`config.mk`:
```
export PLATFORM = sky130hd
export DESIGN_NAME = seq_mult_accumulator
export DESIGN_NICKNAME = d
export VERILOG_FILES = /design/src/rtl/seq_mult_accumulator.sv
export SDC_FILE = /design/constraint.sdc
export NUM_CORES = 1
export LEC_CHECK = 0
export CELL_PAD_IN_SITES_DETAIL_PLACEMENT = 1
export CELL_PAD_IN_SITES_GLOBAL_PLACEMENT = 2
export CORE_MARGIN = 2
export CORE_UTILIZATION = 33
export DETAILED_ROUTE_END_ITERATION = 8
export DONT_BUFFER_PORTS = 1
export PLACE_DENSITY = 0.85
export SLEW_MARGIN = 40
export SYNTH_ARGS = -nofsm -noshare
export SYNTH_HDL_FRONTEND = slang
export SYNTH_SLANG_ARGS = --single-unit
```
`constraint.sdc`:
```
create_clock -name clk -period 2.63 [get_ports clk]
set_clock_uncertainty 0.05 [all_clocks]
set_input_delay 0.263 -clock clk [delete_from_list [all_inputs] [get_ports clk]]
set_output_delay 0.263 -clock clk [all_outputs]
set_load 0.03 [all_outputs]
```
`src/rtl/seq_mult_accumulator.sv`:
```
// Signed product accumulator with valid/ready result handshake.
// Build option: define SEQ_MULT_ACC_SAT_EN to saturate on overflow instead of wrapping.
module seq_mult_accumulator #(
  parameter int N     = 32,
  parameter int ACC_W = 72,
  parameter int CNT_W = 8
) (
  input  logic               clk,
  input  logic               reset,
  input  logic               start,
  input  logic [CNT_W-1:0]   len,
  input  logic [2*N-1:0]     prod_in,
  input  logic               prod_valid,
  output logic               prod_ready,
  output logic [ACC_W-1:0]   acc_out,
  output logic               out_valid,
  input  logic               out_ready,
  output logic               busy,
  output logic               overflow
);

  typedef enum logic [1:0] {
    IDLE,
    ACCUM,
    DONE
  } state_t;

  state_t state, state_nx;

  logic signed [ACC_W-1:0] acc;
  logic signed [ACC_W-1:0] ext;
  logic signed [ACC_W-1:0] sum;
  logic signed [ACC_W-1:0] nxt;
  logic [CNT_W-1:0]        count;
  logic                    ovf_hit;
  logic                    xfer;
  logic                    last;

  assign ext  = ACC_W'($signed(prod_in));
  assign sum  = acc + ext;
  assign xfer = prod_valid && prod_ready;
  assign last = xfer && (count == CNT_W'(1));

  // Same-sign addends with a differently signed result.
  assign ovf_hit = (acc[ACC_W-1] == ext[ACC_W-1])
                && (sum[ACC_W-1] != acc[ACC_W-1]);

`ifdef SEQ_MULT_ACC_SAT_EN
  localparam logic [ACC_W-1:0] ACC_MAX = {1'b0, {(ACC_W-1){1'b1}}};
  localparam logic [ACC_W-1:0] ACC_MIN = {1'b1, {(ACC_W-1){1'b0}}};

  always_comb begin
    nxt = sum;
    if (ovf_hit)
      nxt = acc[ACC_W-1] ? ACC_MIN : ACC_MAX;
  end
`else
  assign nxt = sum;
`endif

  always_ff @(posedge clk) begin
    if (reset)
      state <= IDLE;
    else
      state <= state_nx;
  end

  always_comb begin
    state_nx = state;
    unique case (state)
      IDLE: begin
        if (start)
          state_nx = (len != '0) ? ACCUM : DONE;
      end
      ACCUM: begin
        if (last)
          state_nx = DONE;
      end
      DONE: begin
        if (out_ready)
          state_nx = IDLE;
      end
      default: state_nx = IDLE;
    endcase
  end

  always_comb begin
    prod_ready = (state == ACCUM);
    out_valid  = (state == DONE);
    busy       = (state != IDLE);
  end

  always_ff @(posedge clk) begin
    if (reset) begin
      acc      <= '0;
      count    <= '0;
      overflow <= 1'b0;
    end else if (state == IDLE && start) begin
      acc      <= '0;
      count    <= len;
      overflow <= 1'b0;
    end else if (state == ACCUM && xfer) begin
      acc   <= nxt;
      count <= count - CNT_W'(1);
      if (ovf_hit)
        overflow <= 1'b1;
    end
  end

  assign acc_out = acc;

endmodule

```
; Yosys cells after proc, flatten, opt, wreduce, memory -nomap -nowiden
; Cells that the tools add are included.
[word_totals]
reg_bits = 83
wordCells = 33
[classes]
n_eq_ne = 8
mux = 7
reduce_logical = 12
addsub = 2
[op_table]
columns = operator, count
row1 = 72-bit by 64-bit adder with 72-bit output, 1
row2 = 8-bit two-way mux, 2
row3 = 8-bit by 1-bit equality test with 1-bit output (second input constant), 1
row4 = 2-bit two-way mux, 4
row5 = 8-bit nonzero test, 1
row6 = 8-bit by 1-bit subtractor with 8-bit output (second input constant), 1
row7 = 2-bit one-hot mux with 3 select lines, 1
row8 = 1-bit logical AND, 5
row9 = 2-bit by 1-bit inequality test with 1-bit output (second input constant), 2
row10 = 2-bit nonzero test, 2
row11 = 3-bit AND reduction, 1
row12 = 2-bit by 1-bit equality test with 1-bit output (second input constant), 1
row13 = 2-bit equality test (second input constant), 1
row14 = 2-bit zero test, 1
row15 = 2-bit inequality test (second input constant), 1
row16 = 2-bit AND reduction, 1
row17 = 2-bit OR reduction, 1
row18 = 1-bit equality test, 1
row19 = 1-bit inequality test, 1

; Logic depth before layout (Yosys ltp)
[depth]
word_depth = 5
ltp_mapped = 12
mapped_depth_nobuf = 12

; Least setup slack after synthesis
; Ideal clock, no wire load.
[synth_path]
path_kind = reg2reg
startpoint = register acc[0], in the netlist acc_out[0]
endpoint = register acc[60], in the netlist acc_out[60]
period_less_slack_ns = 3.003
path_stages_with_launch = 13
t_arrival_ns = 2.836
setup_slack_ns = -0.373
cell_sequence = dfxtp_1 ha_1 fa_1 a21oi_1 o221ai_1 a21oi_2 o21bai_1 a31oi_1 a31oi_2 a221oi_1 nor2_1 xor2_1 a22o_1
[synth_between]
elab_chain_cells = 1
[synth_lines]
columns = item, line
row1 = start: declaration, 30  ; logic signed [ACC_W-1:0] acc;
row2 = start signal: assignment, 103  ; acc <= nxt;
row3 = 72-bit by 64-bit adder with 72-bit output, 40  ; assign sum = acc + ext;
; Every way passes these cells.
; A chain may end at the register's enable or synchronous reset.

; Worst setup path in the final report
[layout_path]
startpoint = register acc[0], in the netlist acc_out[0]
endpoint = register acc[48], in the netlist acc_out[48]
; Same word-level chain as after synthesis.

==> run metrics <==
CP max stage delay=0.37 ns; clk sinks=83; Worst setup SP type=flip-flop; Initial Utilization=33.5%; final setup vio count=33; initial antenna violation count=0; wire per inst=19.8 um; Tot GR Track Use=24.0%; DIE HEIGHT=153 um; pin count of the biggest net entering global routing=35; number of global-route vias before repair=8771; power per cell area=426 nW/um^2; Yosys warning total=0; RSZ-0062 raised after global routing=true; fmax=347 MHz; Worst EP arrival=3.13 ns; Avg Synthesized Cell Area=7.27 um^2; Place WS=-0.435 ns; Final nets=1360; Clk pin slew, worst setup/hold paths=0.07 ns; clk_lat worst skew=0.36 ns; site row count=54; Worst Tran Pin Value=0.637 ns; first-pass GRT wire length=45800 um; vias per inst=5.61; Worst Hold Class=primary input to flip-flop; Final Hold Viols=0; failing checks=setup timing; Port Buf Inserts=0; Die W=153 um; Synth async-reset ratio=0%; #FFs+latches synth=83; relative slew slack=57.1%; Num CTS Buffers=9; Final WS setup=-0.252 ns; # H-tree levels=3; Post-Route WL=29600 um; EDFF count, synth=0; outcome=complete, but fails checks; Setup TNS Final=-3.75 ns; drt initial violations=354; CORE AREA=21800 um^2; FF-to-FF path depth=13; hpwl dp=22100 um; critical-path cell list=ha_4 > fa_2 > a21oi_4 > o221ai_2 > a21oi_4 > o22ai_2 > a211oi_2 > o41ai_4 > buf_4 > a311oi_2 > xnor2_1 > nand2_1 > a21oi_1; number of library cell types mapped by synthesis=68; Max Slew Vio Count=0; # diodes=0; worst-path maximum fanout=3; syn_nets=1158; slowest cell on the critical path=fa_2; Synth area leaders=dfxtp_1, ha_1, a21oi_1; Root Buffer Master=clkbuf_16; Pleak=4.49 nW; CP endpoint kind=flip-flop; antenna-violating nets left=0; leading area contributor after synthesis=dfxtp_1; cell count after synthesis=1007; GRT overflow=0; GPL Wtd Cong=0.873; Top FF cell, synth=dfxtp_1; # DRC=0; ratio of cells with drive above 1 in the final layout=35.2%; Peak VDD IR=318 uV; drt first pass iters=4; sequential area share after synthesis=22.7%; die area=23400 um^2; Synth top area share=22.7%; Worst EP required=2.87 ns; Post-Syn Area=7320 um^2; Most common cell on crit path=a21oi_4; total of max-cap violations=0; # IOs=153; TritonCTS clock tree=built; Clock Tree Buf Depth=2; via count=8379; Syn-to-layout area delta=45.6%; number of fill cells in the layout=2683; hold depth=2; WS Path Type=flip-flop to flip-flop; Period minus WS final=2.88 ns; final cycle utilization of the critical path=110%
-- metal layers --
metal  wire length (um)  global-route usage (%)  share of wire, %
met4                619                    6.31               2.1
met1              12800                    30.0                43
met3               1740                    5.76               5.9
met2              14400                    41.5                49
met5                  0                       0                 0
-- metrics by stage --
stage | hold WS [ns] | instances | util (%) | area, um^2 | power, W
after global placement | 0.285 | 1447 | 42.4 | 9250 | 0.00298
after floorplan | 0.368 | 1007 | - | 7530 | 0.00244
after detailed placement | 0.289 | 1447 | 42.4 | 9250 | 0.00302
after global routing | 0.0314 | 1494 | 48.8 | 10700 | 0.00478
after CTS | 0.0136 | 1484 | 47.0 | 10300 | 0.00448
final | 0.0223 | 1494 | 48.8 | 10700 | 0.00454
-- cells in the final DEF, fill, tap and decap left out, types with 18 or more instances in the layout --
cell     count
buf_4      231
nand2_1    156
a21oi_1    122
nor2_1      65
dfxtp_1     50
ha_1        46
o21ai_0     38
xnor2_1     38
a21o_1      29
nand4_1     28
inv_1       27
ha_4        25
dfxtp_2     25
o21ai_1     23
xor2_1      18
-- synth_stat cells (3+ instances only) --
| cell type | count |
|---|---|
| a31oi_1 | 11 |
| nand4_1 | 28 |
| xor2_1 | 20 |
| o221ai_1 | 3 |
| o21bai_1 | 19 |
| nand2b_1 | 8 |
| a21o_1 | 29 |
| o21a_1 | 7 |
| xnor2_1 | 44 |
| o21ai_1 | 7 |
| a221oi_1 | 7 |
| o21ai_0 | 66 |
| nand3_1 | 20 |
| clkbuf_1 | 31 |
| a21oi_1 | 143 |
| inv_1 | 27 |
| nor3_1 | 14 |
| or2_2 | 5 |
| o211ai_1 | 9 |
| dfxtp_1 | 83 |
| a22o_1 | 4 |
| buf_2 | 19 |
| nor2_1 | 68 |
| a21oi_2 | 3 |
| a211o_1 | 3 |
| nand2_1 | 160 |
| a211oi_1 | 14 |
| ha_1 | 73 |
| mux2i_1 | 3 |
| and2_1 | 5 |
| or3_1 | 4 |
| and3_1 | 5 |
| nor2b_1 | 8 |
| buf_1 | 6 |
| nor4_1 | 8 |
| and4_1 | 3 |
-- final timing paths --
path         slack, ns     endpoint       start
max              -0.25  acc_out[48]  acc_out[0]
min               0.02     count[2]      len[2]
max reg2reg      -0.25  acc_out[48]  acc_out[0]
min reg2reg       0.43     count[7]    count[7]
-- state kept, by name (all words and copies together), names as in the netlist --
signal    flops
state         2
count         8
acc_out      72
overflow      1
-- report_power, final --
part / internal, W / switching [W]
clock: 0.000737 / 0.000582
combinational: 0.000761 / 0.00105
sequential: 0.00133 / 0.0000788
total: 0.00283 / 0.00171
-- timing repair --
action / 4_1_cts / 5_1_grt
pin swaps: 54 / 31
setup endpoints to repair: 44 / 47
hold buffers: 1 / 0
gates resized for setup: 113 / 57
hold endpoints to repair: 10 / 0
setup buffers: 22 / 10
-- worst max-delay path, delay by kind of cell (launching register included) --
kind            cells  cell delay (ns)
fa+ha+maj           2             0.53
xor+xnor            1             0.16
compound gates      8             1.48
flops               1             0.35
simple gates        1             0.08
buf+inv             1             0.17
-- final cells by class --
cell class | count | area (um^2) | area share, %
multi-input cells | 840 | 6280 | 58.9
clock buffers | 13 | 240 | 2.25
flip-flops and latches | 83 | 1720 | 16.2
clock inverters | 3 | 40.0 | 0.376
inverters | 27 | 101 | 0.951
well taps | 280 | 350 | 3.29
repair buffers | 248 | 1920 | 18.1
-- kinds of logic (layout without fill, tap and decap cells) --
| group | Yosys count | count (layout) | share of synthesized area [%] |
|---|---|---|---|
| AO/OA/AOI/OAI | 355 | 355 | 30.3 |
| AND/OR/NAND/NOR | 344 | 344 | 21.5 |
| buffers and inverters | 84 | 291 | 4.68 |
| flip-flops | 83 | 83 | 22.7 |
| adder cells (fa/ha/maj) | 74 | 74 | 12.8 |
| XOR/XNOR | 64 | 64 | 7.66 |
| multiplexers | 3 | 3 | 0.410 |
Note: power is estimated with default switching activity, not from simulation.
